`src/rtl/sram_arbiter_if.sv`:
```
// rtl/sram_arbiter_if.sv - two-master request ports plus the shared SRAM slave port
interface sram_arbiter_if;
  logic        m0_req;
  logic [31:0] m0_addr;
  logic [5:0]  m0_we;
  logic [47:0] m0_din;
  logic [47:0] m0_dout;
  logic        m0_ack;
  logic        m0_err;

  logic        m1_req;
  logic [31:0] m1_addr;
  logic [5:0]  m1_we;
  logic [47:0] m1_din;
  logic [47:0] m1_dout;
  logic        m1_ack;
  logic        m1_err;

  logic        s_stb;
  logic [31:0] s_addr;
  logic [5:0]  s_we;
  logic [47:0] s_din;
  logic [47:0] s_dout;
  logic        s_nak;
  logic        busy;

  // Arbiter side
  modport slave (
    input  m0_req, m0_addr, m0_we, m0_din,
    output m0_dout, m0_ack, m0_err,
    input  m1_req, m1_addr, m1_we, m1_din,
    output m1_dout, m1_ack, m1_err,
    output s_stb, s_addr, s_we, s_din,
    input  s_dout, s_nak,
    output busy
  );

  // Environment side: requesting masters and the SRAM controller
  modport master (
    output m0_req, m0_addr, m0_we, m0_din,
    input  m0_dout, m0_ack, m0_err,
    output m1_req, m1_addr, m1_we, m1_din,
    input  m1_dout, m1_ack, m1_err,
    input  s_stb, s_addr, s_we, s_din,
    output s_dout, s_nak,
    input  busy
  );
endinterface

```
`src/rtl/sram_arbiter.sv`:
```
// rtl/sram_arbiter.sv - two-master arbiter with watchdog in front of the SRAM controller port
module sram_arbiter #(
  parameter bit          RR      = 1'b1,
  parameter int unsigned TIMEOUT = 64
) (
  input  logic          clk,
  input  logic          rst,
  sram_arbiter_if.slave bus
);

  localparam logic [7:0] TMO = 8'(TIMEOUT);

  typedef enum logic [1:0] {IDLE, REQ, BUSY, DONE} state_e;

  state_e      state_q;
  logic        gnt_q;
  logic        last_q;
  logic [7:0]  wdog_q;
  logic        s_stb_q;
  logic [31:0] s_addr_q;
  logic [5:0]  s_we_q;
  logic [47:0] s_din_q;
  logic [47:0] m0_dout_q;
  logic [47:0] m1_dout_q;
  logic        m0_ack_q;
  logic        m1_ack_q;
  logic        m0_err_q;
  logic        m1_err_q;
  logic        busy_q;

  logic        any_req;
  logic        win;
  logic [31:0] win_addr;
  logic [5:0]  win_we;
  logic [47:0] win_din;
  logic        wdog_hit;

  always_comb begin
    any_req = bus.m0_req | bus.m1_req;
    if (RR) begin
      // Both requesting: the master that did not win last time
      win = (bus.m0_req && bus.m1_req) ? ~last_q : bus.m1_req;
    end else begin
      win = ~bus.m0_req;
    end
    win_addr = win ? bus.m1_addr : bus.m0_addr;
    win_we   = win ? bus.m1_we   : bus.m0_we;
    win_din  = win ? bus.m1_din  : bus.m0_din;
    wdog_hit = (wdog_q == TMO);
  end

  always_ff @(posedge clk) begin
    if (rst) begin
      state_q   <= IDLE;
      gnt_q     <= 1'b0;
      last_q    <= 1'b1;
      wdog_q    <= 8'd0;
      s_stb_q   <= 1'b0;
      s_addr_q  <= 32'd0;
      s_we_q    <= 6'd0;
      s_din_q   <= 48'd0;
      m0_dout_q <= 48'd0;
      m1_dout_q <= 48'd0;
      m0_ack_q  <= 1'b0;
      m1_ack_q  <= 1'b0;
      m0_err_q  <= 1'b0;
      m1_err_q  <= 1'b0;
      busy_q    <= 1'b0;
    end else begin
      m0_ack_q <= 1'b0;
      m1_ack_q <= 1'b0;
      m0_err_q <= 1'b0;
      m1_err_q <= 1'b0;
      case (state_q)
        IDLE: begin
          if (any_req) begin
            gnt_q    <= win;
            last_q   <= win;
            s_addr_q <= win_addr;
            s_we_q   <= win_we;
            s_din_q  <= win_din;
            s_stb_q  <= 1'b1;
            wdog_q   <= 8'd0;
            busy_q   <= 1'b1;
            state_q  <= REQ;
          end
        end
        REQ: begin
          if (wdog_hit) begin
            s_stb_q <= 1'b0;
            if (gnt_q) begin m1_ack_q <= 1'b1; m1_err_q <= 1'b1; end
            else       begin m0_ack_q <= 1'b1; m0_err_q <= 1'b1; end
            state_q <= DONE;
          end else if (bus.s_nak) begin
            s_stb_q <= 1'b0;
            wdog_q  <= 8'd0;
            state_q <= BUSY;
          end else begin
            wdog_q <= wdog_q + 8'd1;
          end
        end
        BUSY: begin
          if (wdog_hit) begin
            if (gnt_q) begin m1_ack_q <= 1'b1; m1_err_q <= 1'b1; end
            else       begin m0_ack_q <= 1'b1; m0_err_q <= 1'b1; end
            state_q <= DONE;
          end else if (!bus.s_nak) begin
            // Writes leave the master's read data untouched
            if (s_we_q == 6'd0) begin
              if (gnt_q) m1_dout_q <= bus.s_dout;
              else       m0_dout_q <= bus.s_dout;
            end
            if (gnt_q) m1_ack_q <= 1'b1;
            else       m0_ack_q <= 1'b1;
            state_q <= DONE;
          end else begin
            wdog_q <= wdog_q + 8'd1;
          end
        end
        DONE: begin
          s_addr_q <= 32'd0;
          s_we_q   <= 6'd0;
          s_din_q  <= 48'd0;
          busy_q   <= 1'b0;
          state_q  <= IDLE;
        end
        default: state_q <= IDLE;
      endcase
    end
  end

  assign bus.m0_dout = m0_dout_q;
  assign bus.m0_ack  = m0_ack_q;
  assign bus.m0_err  = m0_err_q;
  assign bus.m1_dout = m1_dout_q;
  assign bus.m1_ack  = m1_ack_q;
  assign bus.m1_err  = m1_err_q;
  assign bus.s_stb   = s_stb_q;
  assign bus.s_addr  = s_addr_q;
  assign bus.s_we    = s_we_q;
  assign bus.s_din   = s_din_q;
  assign bus.busy    = busy_q;

endmodule

```
`src/flat_wrapper.sv`:
```
// flat-port wrapper written by rule: the top's interface ports become plain ports
module sram_arbiter_flat 
#(
  parameter bit          RR      = 1'b1,
  parameter int unsigned TIMEOUT = 64
)
  (clk, rst, bus_m0_req, bus_m0_addr, bus_m0_we, bus_m0_din, bus_m0_dout, bus_m0_ack, bus_m0_err, bus_m1_req, bus_m1_addr, bus_m1_we, bus_m1_din, bus_m1_dout, bus_m1_ack, bus_m1_err, bus_s_stb, bus_s_addr, bus_s_we, bus_s_din, bus_s_dout, bus_s_nak, bus_busy);
  sram_arbiter_if bus_i ();
  input  logic clk;
  input  logic rst;
  input wire logic [$bits(bus_i.m0_req)-1:0] bus_m0_req;
  input wire logic [$bits(bus_i.m0_addr)-1:0] bus_m0_addr;
  input wire logic [$bits(bus_i.m0_we)-1:0] bus_m0_we;
  input wire logic [$bits(bus_i.m0_din)-1:0] bus_m0_din;
  output wire logic [$bits(bus_i.m0_dout)-1:0] bus_m0_dout;
  output wire logic [$bits(bus_i.m0_ack)-1:0] bus_m0_ack;
  output wire logic [$bits(bus_i.m0_err)-1:0] bus_m0_err;
  input wire logic [$bits(bus_i.m1_req)-1:0] bus_m1_req;
  input wire logic [$bits(bus_i.m1_addr)-1:0] bus_m1_addr;
  input wire logic [$bits(bus_i.m1_we)-1:0] bus_m1_we;
  input wire logic [$bits(bus_i.m1_din)-1:0] bus_m1_din;
  output wire logic [$bits(bus_i.m1_dout)-1:0] bus_m1_dout;
  output wire logic [$bits(bus_i.m1_ack)-1:0] bus_m1_ack;
  output wire logic [$bits(bus_i.m1_err)-1:0] bus_m1_err;
  output wire logic [$bits(bus_i.s_stb)-1:0] bus_s_stb;
  output wire logic [$bits(bus_i.s_addr)-1:0] bus_s_addr;
  output wire logic [$bits(bus_i.s_we)-1:0] bus_s_we;
  output wire logic [$bits(bus_i.s_din)-1:0] bus_s_din;
  input wire logic [$bits(bus_i.s_dout)-1:0] bus_s_dout;
  input wire logic [$bits(bus_i.s_nak)-1:0] bus_s_nak;
  output wire logic [$bits(bus_i.busy)-1:0] bus_busy;
  assign bus_i.m0_req = bus_m0_req;
  assign bus_i.m0_addr = bus_m0_addr;
  assign bus_i.m0_we = bus_m0_we;
  assign bus_i.m0_din = bus_m0_din;
  assign bus_m0_dout = bus_i.m0_dout;
  assign bus_m0_ack = bus_i.m0_ack;
  assign bus_m0_err = bus_i.m0_err;
  assign bus_i.m1_req = bus_m1_req;
  assign bus_i.m1_addr = bus_m1_addr;
  assign bus_i.m1_we = bus_m1_we;
  assign bus_i.m1_din = bus_m1_din;
  assign bus_m1_dout = bus_i.m1_dout;
  assign bus_m1_ack = bus_i.m1_ack;
  assign bus_m1_err = bus_i.m1_err;
  assign bus_s_stb = bus_i.s_stb;
  assign bus_s_addr = bus_i.s_addr;
  assign bus_s_we = bus_i.s_we;
  assign bus_s_din = bus_i.s_din;
  assign bus_i.s_dout = bus_s_dout;
  assign bus_i.s_nak = bus_s_nak;
  assign bus_busy = bus_i.busy;
  sram_arbiter #(.RR(RR), .TIMEOUT(TIMEOUT)) u_core (.clk(clk), .rst(rst), .bus(bus_i));
endmodule
```
`config.mk`:
```
export PLATFORM = sky130hd
export DESIGN_NAME = sram_arbiter_flat
export DESIGN_NICKNAME = d
export VERILOG_FILES = /design/src/rtl/sram_arbiter_if.sv /design/src/rtl/sram_arbiter.sv /design/src/flat_wrapper.sv
export SDC_FILE = /design/constraint.sdc
export NUM_CORES = 1
export LEC_CHECK = 0
export CAP_MARGIN = 20
export CORE_AREA = 2 2 162 164
export CTS_CLUSTER_DIAMETER = 150
export CTS_CLUSTER_SIZE = 20
export DETAILED_ROUTE_END_ITERATION = 8
export DIE_AREA = 0 0 164 166
export GPL_TIMING_DRIVEN = 0
export PLACE_DENSITY = 0.67
export SLEW_MARGIN = 20
export SYNTH_ARGS = -nofsm -noshare
export SYNTH_HDL_FRONTEND = slang
export SYNTH_SLANG_ARGS = --single-unit
export TNS_END_PERCENT = 10
```
`constraint.sdc`:
```
create_clock -name clk -period 4.8 [get_ports clk]
set_input_delay 0.96 -clock clk [delete_from_list [all_inputs] [get_ports clk]]
set_output_delay 0.96 -clock clk [all_outputs]
set_load 0.005 [all_outputs]
```
==> impl_metrics.tcl, run 1 <==
set metrics [dict create \
    port_buffers 411 \
    cts_hold_buffers 0 \
    clkTransAtPathRegs_ns 0.08 \
    endpoint "u_core.bus.s_din[18]" \
    grt_use_met2_pct 39.1 \
    irDropWorstVdd_mv 0.200 \
    max_freq_mhz 326 \
    pre_cts_ws_ns 1.32 \
    synth_top_flop_cell "dfxtp_1" \
    status "complete, no violations" \
    timing.rr.end "u_core.bus.s_din[18]" \
    min-delay-start "u_core.bus.m0_dout[34]" \
    endpoint_kind "register" \
    syn-mean-instance-area_um2 7.35 \
    grt-busiest-layer "met2" \
    synth_warnings 0 \
    final_common_cell "clkdlybuf4s50_1" \
    area_delta_synth_final_pct 63.8 \
    tightestPinTransition_ns 0.765 \
    viasPerCell 4.78 \
    syn_nets 1329 \
    gp_congestion 0.879 \
    synth.distinct_cells 45 \
    ant_nets 0 \
    cts_resized 0 \
    cts_tree "yes" \
    nets 1759 \
    power.leakage_nw 4.86 \
    cp_max_fo 10 \
    slew_headroom_pct 49.0 \
    synth.area.top_cells "dfxtp_1 (50%), nand2_1 (17%), a21oi_1 (17%), nor2_1 (4.5%), clkbuf_1 (2.3%)" \
    grt_max_degree 21 \
    grt.total_usage_pct 22.3 \
    start_util_pct 31.5 \
    min-delay-path-class "reg -> reg" \
    worst_ep_arrival_time_ns 3.45 \
    ys_async_sr_fraction_pct 0 \
    critPathLaunchType "primary input" \
    maxCapViolCount 0 \
    drc 0 \
    fin_skew_ns 0.0228 \
    use_met3_pct 5.62 \
    synth_top_area_share_pct 49.6 \
    mostFrequentLayoutCells "clkdlybuf4s50_1 (411), nand2_1 (376), a21oi_1 (271)" \
    synthesis.area_um2 8070 \
    r2r_cells 10 \
    fin_area_um2 13200 \
    cts_root_buf "clkbuf_16" \
    synth-seq-cells 200 \
    grt_pass1_vias 8330 \
    chipHeight_um 166 \
    yosysTopAreaCell "dfxtp_1" \
    grt_overflow 0 \
    hold_viol 0 \
    r2r_start "u_core.state_q[0]" \
    fin_crit_ns 3.07 \
    crit_type "in -> reg" \
    ys_seq_area_share_pct 49.6 \
    drt-pass1-iter-count 5 \
    wirelength_mm 31.3 \
    die_w_um 164 \
    core_um2 25600 \
    hpwlAfterDp_mm 24.7 \
    wl_per_cell_um 16.7 \
    clk_latency_ns 0.44 \
    grt_pass1_wl_mm 46.7 \
    cts_buffers 17 \
    powerDensity_nw_per_um2 407 \
    worst_slack_ns 1.73 \
    htree_levels 4 \
    ctsLongestPathBuffers 2 \
    placement_rows 59 \
    synth_edf_count 0 \
    post_dp_cell_area_um2 12600 \
    setup_violations 0 \
    num_io_pins 413 \
    drive_gt1_share_pct 4.16 \
    drt_iter0_markers 638 \
    antenna_found_initial 1 \
    r2r_slack_ns 2.13 \
    worstSetupStartpoint "bus_m1_req" \
    clkSinkCount 200 \
    slew_violations 0 \
    routed-via-count 8960 \
    post_cts_buffers 0 \
    die_area_um2 27200 \
    rsz0062_at_grt "no" \
    cp.required_ns 5.18 \
    grtUsageMet1_pct 26.4 \
    syn-instance-count 1097 \
    fin_crit_sh_pct 63.9 \
    tns_ns 0 \
]
state kept, by name (all words and copies together), names as in the netlist, 2 cells and up:
signal and flops:
u_core.bus.m0_dout 48, u_core.bus.m1_dout 48, u_core.bus.s_addr 32, u_core.bus.s_din 48
u_core.bus.s_we 6, u_core.state_q 2, u_core.wdog_q 8
through the flow:
stage | utilization (%) | std cells | hold slack [ns] | total power, mW
2_1_floorplan | - | 1097 | 0.453 | 2.88
3_3_place_gp | 49.2 | 1843 | 0.442 | 3.90
4_1_cts | 51.6 | 1875 | 0.456 | 5.41
3_5_place_dp | 49.2 | 1843 | 0.445 | 3.91
6_report | 51.6 | 1876 | 0.453 | 5.38
5_1_grt | 51.6 | 1876 | 0.477 | 5.67
Yosys cell counts, drive strengths merged, types with 2 or more instances:
library cell / count
dfxtp: 200
nor3: 5
a21bo: 2
a32o: 5
a22oi: 2
o21ai: 7
o21a: 2
clkbuf: 50
a21oi: 271
nand2b: 2
nand2: 376
mux2i: 3
inv: 4
and2: 2
nor2: 96
a21boi: 3
and3: 3
nand3: 4
nor4b: 2
ha: 7
buf: 32
nor3b: 2
worst max-delay path, cell delays in order:
cell             delay [ns]
clkdlybuf4s50_1        0.52
a21boi_1               0.57
clkbuf_1               0.48
buf_1                  0.43
nand2_1                0.11
a21oi_1                0.19
a21oi_1                0.08
nor2_1                 0.09
logic make-up (layout without fill, tap and decap cells):
logic type      count (synthesis)  count (layout)  share of synthesized area [%]
compound gates                297             297                           19.3
other cells                     0               1                              0
fa+ha+maj                       7               7                           1.09
simple gates                  503             503                           24.8
mux                             3               3                          0.372
flops                         200             200                           49.6
buf+inv                        87             530                           4.82
where the power goes:
group / internal, mW / switching, mW / leakage, nW
clock network: 0.765 / 0.730 / 0.301
logic: 0.865 / 0.962 / 2.93
registers: 1.90 / 0.149 / 1.63
routing by layer:
layer | share of wire, % | vias to the layer above
met3 | 8.2 | 41
met5 | 0 | -
met4 | 2.6 | 0
li1 | - | 4466
met1 | 40 | 4058
met2 | 49 | 395
layout make-up:
type                       instances  area [um2]
antenna                            1        2.50
buffer                            82         370
clock buffer                      18         439
clock inverter                    14         173
fill                            2476       12400
inverter                           5        18.8
multi-input combinational        810        3670
sequential                       200        4000
tap                              335         419
timing repair buffer             411        4110
worst min path at each step:
| stage | endpoint | depth (start not counted) |
|---|---|---|
| 2_1_floorplan | u_core.bus.busy | 2 |
| 3_3_place_gp | u_core.bus.m1_dout[34] | 2 |
| 3_5_place_dp | u_core.bus.m1_dout[34] | 2 |
| 4_1_cts | u_core.bus.m1_dout[34] | 2 |
| 5_1_grt | u_core.bus.busy | 2 |
| 6_report | u_core.bus.m0_dout[34] | 2 |
Power figures use the tool's default switching activity.
==> inputs of run 2 (changes only) <==
- CORE_AREA: 2 2 162 164 -> 2 2 159 161
- DIE_AREA: 0 0 164 166 -> 0 0 161 163
- PLACE_DENSITY: 0.67 -> 0.69
- clock period: 4.8 -> 2.9 ns (I/O delays scaled with it)
==> impl_metrics.tcl, run 2 (synthesis results as in run 1) <==
set metrics [dict create \
    endpoint_kind "register" \
    drive_gt1_share_pct 4.03 \
    tns_ns 0 \
    cpPeakStageDelay_ns 0.56 \
    antenna_found_initial 1 \
    grt.total_usage_pct 23.1 \
    wl_per_cell_um 16.9 \
    grtUsageMet1_pct 26.1 \
    ant_nets 0 \
    maxCapViolCount 0 \
    clk_latency_ns 0.43 \
    irDropWorstVdd_mv 0.326 \
    nets 1759 \
    start_util_pct 32.7 \
    fill_cells 2437 \
    slew_headroom_pct 45.1 \
    post_dp_cell_area_um2 12600 \
    timing.rr.end "u_core.bus.m1_dout[11]" \
    die_w_um 161 \
    crit_type "in -> reg" \
    grt_pass1_vias 8610 \
    chipHeight_um 163 \
    pre_cts_ws_ns -0.215 \
    ctsLongestPathBuffers 2 \
    postLayoutCoreUtil_pct 53.3 \
    powerDensity_nw_per_um2 659 \
    multi_input_area_um2 3670 \
    max_freq_mhz 376 \
    drt_iter0_markers 472 \
    worst_slack_ns 0.242 \
    cts_root_buf "clkbuf_16" \
    grt_use_met2_pct 42.5 \
    finalPower_mw 8.67 \
    cts_hold_buffers 0 \
    path_depth 8 \
    status "complete, no violations" \
    cp_slowest_cell "a21boi_1" \
    clkSinkCount 200 \
    endpoint "u_core.bus.s_din[10]" \
    use_met3_pct 5.27 \
    finalNonFillerCells 1870 \
    hold_ws_ns 0.455 \
    r2r_cells 8 \
    placement_rows 58 \
    cts_tree "yes" \
    cp_max_fo 10 \
    slew_violations 0 \
    fin_area_um2 13200 \
    cp_top_family "buffers and inverters" \
    tightestPinTransition_ns 0.824 \
    grt_max_degree 19 \
    htree_levels 4 \
    fin_skew_ns 0.0158 \
    fin_crit_ns 2.66 \
    wirelength_mm 31.6 \
    dpl.cell_count 1838 \
    regArea_um2 4000 \
    grt_pass1_wl_mm 47.0 \
    r2r_slack_ns 0.30 \
    drt-pass1-iter-count 5 \
    gp_congestion 0.917 \
    crit_path_cell_trace "clkdlybuf4s50_1, a21boi_1, clkbuf_1, buf_1, nand2_1, a21oi_1, a21oi_1, nor2_1" \
    grt-busiest-layer "met2" \
    cp_num_buf_inv 3 \
    grt_overflow 0 \
    worstSetupStartpoint "bus_m1_req" \
    critPathLaunchType "primary input" \
    cts_buffers 17 \
    hold_viol 0 \
    cp.required_ns 3.27 \
    cp_common_cell "a21oi_1" \
    viasPerCell 4.76 \
    min-delay-path-class "reg -> reg" \
    routed-via-count 8897 \
    area_delta_synth_final_pct 63.1 \
    cts_resized 0 \
    setup_violations 0 \
    die_area_um2 26200 \
    hpwlAfterDp_mm 24.8 \
    num_io_pins 413 \
    drc 0 \
    core_um2 24700 \
    worst_ep_arrival_time_ns 3.02 \
    mostFrequentLayoutCells "clkdlybuf4s50_1 (411), nand2_1 (376), a21oi_1 (271)" \
    power.leakage_nw 4.83 \
    clkTransAtPathRegs_ns 0.08 \
    fin_crit_sh_pct 91.7 \
    final_common_cell "clkdlybuf4s50_1" \
    post_cts_buffers 0 \
    port_buffers 411 \
    rsz0062_at_grt "no" \
    r2r_start "u_core.state_q[0]" \
]
run 2: cell count changes in the layout (fill, tap and decap cells not counted), sizes merged:
cell / delta
clkinv: +1
inv: -2
clkbuf: +1
bufinv: -1
run 2: report_power, final:
| part | switching (mW) | internal (mW) |
|---|---|---|
| combinational | 1.55 | 1.43 |
| clock | 1.14 | 1.15 |
| sequential | 0.252 | 3.15 |
| total | 2.94 | 5.73 |
run 2: layout make-up:
cell class	instances	share of cell area, %
Timing Repair Buffer	411	31.3
Tap cell	330	3.14
Sequential cell	200	30.4
Multi-Input combinational cell	810	27.9
Antenna cell	1	0.0190
Clock buffer	19	3.37
Buffer	82	2.82
Clock inverter	12	0.866
Inverter	5	0.143
run 2: layer usage:
layer | vias to the layer above | routed length (um) | part of all wire [%]
met3 | 41 | 2170 | 6.9
met2 | 317 | 15700 | 50
li1 | 4461 | - | -
met4 | 0 | 887 | 2.8
met1 | 4078 | 12800 | 41
met5 | - | 0 | 0
run 2: how the worst min path moves through the flow:
stage | from | endpoint | slack [ns] | cells after the start
after floorplan | u_core.bus.busy | u_core.bus.busy | 0.45 | 2
after global placement | u_core.bus.m0_dout[44] | u_core.bus.m0_dout[44] | 0.44 | 2
after detailed placement | u_core.bus.m0_dout[16] | u_core.bus.m0_dout[16] | 0.45 | 2
after CTS | u_core.bus.m0_dout[16] | u_core.bus.m0_dout[16] | 0.46 | 2
after global routing | u_core.bus.m0_dout[14] | u_core.bus.m0_dout[14] | 0.47 | 2
final | u_core.bus.m1_dout[28] | u_core.bus.m1_dout[28] | 0.46 | 2
run 2: tightest hold or removal path: stages (launching register included):
cell,delay (ns)
dfxtp_1,0.31
nand2_1,0.05
a21oi_1,0.05
==> inputs of run 3 (changes only) <==
- CAP_MARGIN: 20 -> unset
- CORE_AREA: 2 2 159 161 -> 2 2 160 162
- DIE_AREA: 0 0 161 163 -> 0 0 162 164
==> impl_metrics.tcl, run 3 (synthesis results as in run 1) <==
set metrics [dict create \
    port_buffers 411 \
    grt.total_usage_pct 23.0 \
    antenna_found_initial 1 \
    rsz0062_at_grt "no" \
    die_area_um2 26600 \
    drt-pass1-iter-count 5 \
    area_delta_synth_final_pct 63.4 \
    wl_per_cell_um 16.8 \
    htree_levels 4 \
    clkSinkCount 200 \
    maxCapViolCount 0 \
    drc 0 \
    p_clk_share_pct 27.1 \
    viasPerCell 4.76 \
    p_int_mw 5.78 \
    cp.required_ns 3.25 \
    min-delay-path-class "reg -> reg" \
    pwr-share-comb_pct 34.1 \
    seqPwrFrac_pct 38.7 \
    grt_pass1_vias 8500 \
    r2r_slack_ns 0.25 \
    num_io_pins 413 \
    irDropWorstVdd_mv 0.310 \
    finalPower_mw 8.75 \
    core_um2 24800 \
    fin_crit_ns 2.65 \
    slew_headroom_pct 45.8 \
    tightestPinTransition_ns 0.814 \
    status "complete, no violations" \
    p_sw_mw 2.97 \
    insertedDiodeCount 0 \
    mostFrequentLayoutCells "clkdlybuf4s50_1 (411), nand2_1 (376), a21oi_1 (271)" \
    post_cts_buffers 0 \
    dpl.cell_count 1838 \
    ctsLongestPathBuffers 2 \
    worst_slack_ns 0.249 \
    final_common_cell "clkdlybuf4s50_1" \
    clkTransAtPathRegs_ns 0.08 \
    drive_gt1_share_pct 4.22 \
    gp_congestion 0.871 \
    start_util_pct 32.5 \
    max_freq_mhz 377 \
    pre_cts_ws_ns -0.203 \
    cts_root_buf "clkbuf_16" \
    worst_ep_arrival_time_ns 3.00 \
    hpwlAfterDp_mm 24.7 \
    wirelength_mm 31.3 \
    switching_share_pct 33.9 \
    ant_nets 0 \
    cts_tree "yes" \
    power.leakage_nw 4.85 \
    finalNonFillerCells 1870 \
    routed-via-count 8904 \
    postLayoutCoreUtil_pct 53.1 \
    hold_viol 0 \
    setup_violations 0 \
    grt_overflow 0 \
    cts_buffers 17 \
    cp_max_fo 10 \
    endpoint_kind "register" \
    chipHeight_um 164 \
    die_w_um 162 \
    drt_iter0_markers 591 \
    fin_crit_sh_pct 91.4 \
    crit_type "reg -> reg" \
    slew_violations 0 \
    nets 1759 \
    grt_pass1_wl_mm 47.0 \
    clk_latency_ns 0.42 \
    placement_rows 58 \
    fin_skew_ns 0.0114 \
    critPathLaunchType "register" \
    powerDensity_nw_per_um2 663 \
    grt_max_degree 20 \
]
-- run 3: what timing repair did --
action | 4_1_cts | 5_1_grt
setup endpoints to repair | 0 | 1
resized for setup | 0 | 1
endpoints found under the hold margin | 0 | 0
hold buffers | 0 | 0
-- run 3: cell type report --
class,instances,area [um2]
Sequential cell,200,4000
Clock buffer,19,453
Buffer,82,370
Inverter,5,18.8
Tap cell,330,413
Multi-Input combinational cell,810,3680
Clock inverter,13,134
Fill cell,2476,11600
Timing Repair Buffer,411,4110
-- run 3: worst paths after layout --
check,startpoint,endpoint,depth (start not counted)
setup reg to reg,u_core.state_q[0],u_core.bus.m1_dout[12],8
hold reg to reg,u_core.bus.m0_dout[7],u_core.bus.m0_dout[7],2
hold / removal,u_core.bus.m0_dout[7],u_core.bus.m0_dout[7],2
setup / recovery,u_core.state_q[0],u_core.bus.m1_dout[12],8
-- run 3: stage by stage --
stage | area (um2) | TNS (ns) | hold WS (ns)
floorplan | 8070 | 0 | 0.453
CTS | 13200 | 0 | 0.457
finish | 13200 | 0 | 0.454
global route | 13200 | 0 | 0.468
detailed placement | 12600 | -4.87 | 0.446
global placement | 12600 | -4.04 | 0.442
-- run 3: worst max-delay path, cell delays in order (launching register included) --
cell	delay (ns)
dfxtp_1	0.34
inv_1	0.13
ha_1	0.32
nor4b_1	0.30
nand2_1	0.23
nor4b_2	0.48
clkbuf_1	0.46
nand2_1	0.17
a21oi_1	0.15
-- run 3: power by group through the flow --
stage               combinational [mW]  sequential [mW]  clock [mW]
finish                            2.99             3.39        2.37
CTS                               3.01             3.38        2.42
global route                      3.28             3.44        2.53
global placement                  2.97             3.43           0
floorplan                         1.31             3.46           0
detailed placement                2.99             3.45           0
-- run 3: per-layer routing --
metal	global-route usage, %	wire length [um]
met4	8.73	1050
met5	0	0
met3	6.99	2450
met1	25.8	12500
met2	40.9	15400
==> RTL change 1, RTL diff (settings of run 2) <==
`TIMEOUT` is set to 64 in 2 places; all go to 32.
--- a/src/rtl/sram_arbiter.sv
+++ b/src/rtl/sram_arbiter.sv
@@ -2,5 +2,5 @@
 module sram_arbiter #(
   parameter bit          RR      = 1'b1,
-  parameter int unsigned TIMEOUT = 64
+  parameter int unsigned TIMEOUT = 32
 ) (
   input  logic          clk,
--- a/src/flat_wrapper.sv
+++ b/src/flat_wrapper.sv
@@ -3,5 +3,5 @@
 #(
   parameter bit          RR      = 1'b1,
-  parameter int unsigned TIMEOUT = 64
+  parameter int unsigned TIMEOUT = 32
 )
   (clk, rst, bus_m0_req, bus_m0_addr, bus_m0_we, bus_m0_din, bus_m0_dout, bus_m0_ack, bus_m0_err, bus_m1_req, bus_m1_addr, bus_m1_we, bus_m1_din, bus_m1_dout, bus_m1_ack, bus_m1_err, bus_s_stb, bus_s_addr, bus_s_we, bus_s_din, bus_s_dout, bus_s_nak, bus_busy);
Check against the original RTL: no difference found for any inputs over 4 cycles, from zero or initial values and one cycle with rst high; that may be too few to reach the edited logic, so the function may still have changed.
==> RTL change 1 against run 2 <==
  * Worst setup slack worse by 0.077 ns
  * Maximum frequency down 2.8%
  * Design area up 0.76%
  * Sequential cell count unchanged
  * Global-route usage down 0.46 points
  * Synthesized area about the same
  * Via count up 0.76%
  * Routed wire length down 1.9%
  * Total power up 2.9%
  * Critical path type unchanged
  * Critical endpoint is now u_core.bus.s_din[46]
  * Largest cell class unchanged
==> RTL change 1: results <==
metrics = {
    "yosys": {
        "synth_nets": 1330,
        "synthArstFlopShare": 0,
        "yosys_warnings": 0,
        "ys_seq_area_frac": 0.496,
        "synth_top_area_cell": "dfxtp_1",
        "synth_area_leaders": "dfxtp_1 (50%), nand2_1 (17%), a21oi_1 (17%)",
        "ys_types": 44,
        "netlist_top_cells_count": "nand2_1 (374), a21oi_1 (273), dfxtp_1 (200), nor2_1 (96), clkbuf_1 (59)",
        "syn_area_per_cell_um2": 7.35,
    },
    "finish": {
        "nets": 1761,
        "drive_gt1_frac": 0.0422,
        "diodes": 0,
        "fin_area_um2": 13300,
    },
    "global_routing": {
        "grtUsageMet2": 0.399,
        "use_met1": 0.270,
        "grt_pass1_wl_mm": 46.5,
        "antenna_found_initial": 1,
        "grt_max_degree": 21,
        "grt_pass1_vias": 8463,
        "grtUsageMet3": 0.0558,
        "track_usage": 0.227,
    },
    "cts": {
        "clk_latency_ns": 0.43,
        "h-tree-depth": 4,
        "clk_path_buf_depth": 2,
        "path_clk_slew_ns": 0.07,
        "cts_root_buf": "clkbuf_16",
        "cts_buffers": 17,
    },
    "timing": {
        "slew_headroom": 0.470,
        "fin_skew_ns": 0.0153,
    },
    "route": {
        "first_pass_iters": 5,
        "wl_met2_mm": 15.3,
        "vias_per_cell": 4.79,
        "met3_length_mm": 2.05,
        "drtIter0Drc": 596,
        "wl_mm": 31.0,
        "met1_length_mm": 12.7,
        "num_vias": 8965,
        "top_layer": "met5",
    },
    "place": {
        "dp_cells": 1840,
        "routabilityCongestion": 0.871,
        "io_buffers": 412,
        "postPlaceCellArea_um2": 12600,
        "dp_slack_ns": -0.384,
        "dp_hpwl_mm": 24.2,
    },
    "pwr": {
        "p_leak_nw": 4.88,
        "ir_drop_uv": 376,
    },
    "worst_hold_path": {
        "hp-class": "reg2reg",
    },
    "setup_path": {
        "critPathArrivalTime_ns": 3.09,
        "worstPathMaxFanout": 10,
        "slowest_stage": "clkdlybuf4s50_1",
        "slowest_delay_ns": 0.62,
    },
    "outcome": {
        "status": "complete, no violations",
    },
}
## RTL change 1: cell count changes in the layout (fill, tap and decap cells not counted), sizes merged, moves of 3 or more
cell / before / now
clkinv: 8 / 3
nor3b: 2 / 5
inv: 9 / 14
buf: 32 / 21
clkbuf: 69 / 80
## RTL change 1: final timing paths
| check | to | startpoint | cells after the start | slack, ns |
|---|---|---|---|---|
| worst max-delay path | u_core.bus.s_din[46] | bus_m0_req | 9 | 0.17 |
| worst min-delay path | u_core.bus.m0_dout[4] | u_core.bus.m0_dout[4] | 2 | 0.45 |
| worst max register to register | u_core.bus.s_din[17] | u_core.state_q[1] | 11 | 0.23 |
| worst min register to register | u_core.bus.m0_dout[4] | u_core.bus.m0_dout[4] | 2 | 0.45 |
## RTL change 1: kinds of logic after synthesis
family                     count (synthesis)  share of synthesized area
and+or+nand+nor                          501                      0.247
AOI/OAI and AO/OA                        299                      0.193
DFF                                      200                      0.496
buffers and inverters                     88                     0.0484
adders and majority gates                  7                     0.0109
muxes                                      3                    0.00388
## RTL change 1: layout make-up
cell class / count / area [um^2]
sequential: 200 / 4000
fill: 2433 / 11400
tap: 330 / 413
buffer: 83 / 378
multi-input combinational: 810 / 3680
clock inverter: 14 / 195
timing repair buffer: 412 / 4120
clock buffer: 18 / 439
inverter: 5 / 18.8
## RTL change 1: repair_timing
item | CTS | global route
gates resized for setup | 1 | 6
hold buffers | 0 | 0
setup buffers | 0 | 0
setup endpoints to repair | 2 | 34
## RTL change 1: report_power, final
group,internal (mW),total (mW),switching (mW)
Combinational,1.38,3.05,1.66
Sequential,3.10,3.31,0.212
Clock,1.36,2.56,1.21
## RTL change 1: worst max-delay path, delay by kind of cell
family	cells	cell delay (ns)
compound gates	3	0.60
buf+inv	4	1.72
simple gates	2	0.18
==> RTL change 2, RTL diff (config.mk and constraints of run 2) <==
Without the edit above. Reset style: asynchronous (`rst`), changed in one clocked block.
--- a/src/rtl/sram_arbiter.sv
+++ b/src/rtl/sram_arbiter.sv
@@ -50,5 +50,5 @@
   end
 
-  always_ff @(posedge clk) begin
+  always_ff @(posedge clk or posedge rst) begin
     if (rst) begin
       state_q   <= IDLE;
Behaviour: differs if rst is asserted again (counterexample within 4 cycles, from zero or initial values and one cycle with rst high); with rst held inactive, the same outputs for 4 cycles.
==> RTL change 2 against run 2 <==
  * Worst hold slack improved by 0.023 ns
  * Worst setup slack improved by 0.17 ns
  * Design area rose by 6.9%
  * Count of clock-buffer cells in the layout fell by 2
  * Sequential cell count did not move
  * Routed wire length fell by 14%
  * Synthesized area rose by 8.3%
  * First-iteration DRC count fell by 36%
  * Critical endpoint is now u_core.bus.s_din[34]
Power is not compared: it rests on default switching activity, and its combinational part moved more than twofold at a synthesized area within 25%.
==> RTL change 2: results <==
metrics = {
    "yosys": {
        "synth_nets": 919,
        "syn_area_per_cell_um2": 12.7,
        "synthAdderAreaFrac": 0.00859,
        "ys_seq_area_frac": 0.573,
        "netlist_top_cells_count": "dfrtp_1 (199), nand2_1 (97), o21ai_0 (97), mux2i_1 (86), mux2_2 (56)",
        "synthArstFlopShare": 1.00,
        "synth_flop_cell": "dfrtp_1",
        "synth-compound-area-share": 0.0736,
        "synth_area_leaders": "dfrtp_1 (57%), mux2i_1 (9.9%), mux2_2 (7.2%)",
    },
    "finish": {
        "nets": 1357,
        "drive_gt1_frac": 0.152,
        "final_cells": 1470,
    },
    "setup_path": {
        "slowest_delay_ns": 0.39,
        "reg2reg_from": "u_core.state_q[0]",
        "crit_start": "u_core.state_q[0]",
        "slowest_stage": "dfrtp_1",
        "cp-endpoint": "u_core.bus.s_din[34]",
    },
    "global_routing": {
        "track_usage": 0.207,
        "grt_pass1_vias": 7223,
        "antenna_found_initial": 3,
        "grt_pass1_wl_mm": 41.2,
        "grt_max_degree": 34,
    },
    "route": {
        "first_pass_iters": 4,
        "drtIter0Drc": 303,
        "routedWlPerCell_um": 18.4,
        "vias_per_cell": 4.70,
    },
    "outcome": {
        "status": "complete, no violations",
    },
    "place": {
        "postPlaceCellArea_um2": 13400,
        "dp_hpwl_mm": 21.8,
        "io_buffers": 412,
        "dp_slack_ns": -0.0455,
        "routabilityCongestion": 0.768,
    },
    "worst_hold_path": {
        "holdCritStartpoint": "u_core.bus.s_addr[7]",
        "whs_endpoint": "u_core.bus.s_addr[7]",
    },
    "timing": {
        "slew_headroom": 0.510,
        "fin_skew_ns": 0.0164,
    },
}
RTL change 2: changes by cell type in the layout (fill, tap and decap cells not counted), moves of 40 or more:
cell	before	now
nand2_1	376	97
a21oi_1	271	4
dfxtp_1	200	0
dfrtp_1	0	199
o21ai_0	6	97
nor2_1	96	10
mux2i_1	3	86
mux2_2	0	56
mux2_4	0	40
RTL change 2: cells by family after synthesis:
group           Yosys count
simple gates            133
fa+ha+maj                 6
buf+inv                  48
flops                   200
mux                     182
compound gates          119
RTL change 2: worst min-delay path, delay by kind of cell (launching register included):
family | cells | cell delay, ns
AO/OA/AOI/OAI | 1 | 0.06
flip-flops | 1 | 0.34
AND/OR/NAND/NOR | 1 | 0.04
RTL change 2: final cells by class:
class,count,area (um^2)
Antenna cell,1,2.50
Clock buffer,17,425
Buffer,40,253
Tap cell,330,413
Inverter,8,33.8
Timing Repair Buffer,419,4280
Multi-Input combinational cell,440,3450
Sequential cell,200,5010
Fill cell,2138,10600
Clock inverter,15,200
RTL change 2: through the flow:
stage | hold slack (ns) | TNS (ns)
global placement | 0.460 | -381.69
floorplan | 0.469 | -53.24
CTS | 0.486 | 0
detailed placement | 0.468 | -0.249
global route | 0.499 | 0
finish | 0.478 | 0
RTL change 2: routing by layer:
metal | GRT usage | vias to the layer above | share of wire
li1 | - | 3284 | -
met1 | 0.240 | 3288 | 0.40
met2 | 0.371 | 294 | 0.51
met3 | 0.0537 | 39 | 0.068
met4 | 0.0722 | 4 | 0.024
met5 | 0 | - | 0.00096
RTL change 2: power breakdown:
| part | internal (mW) | switching, mW |
|---|---|---|
| combinational | 3.67 | 2.41 |
| clock | 1.26 | 1.22 |
| sequential | 4.09 | 0.727 |
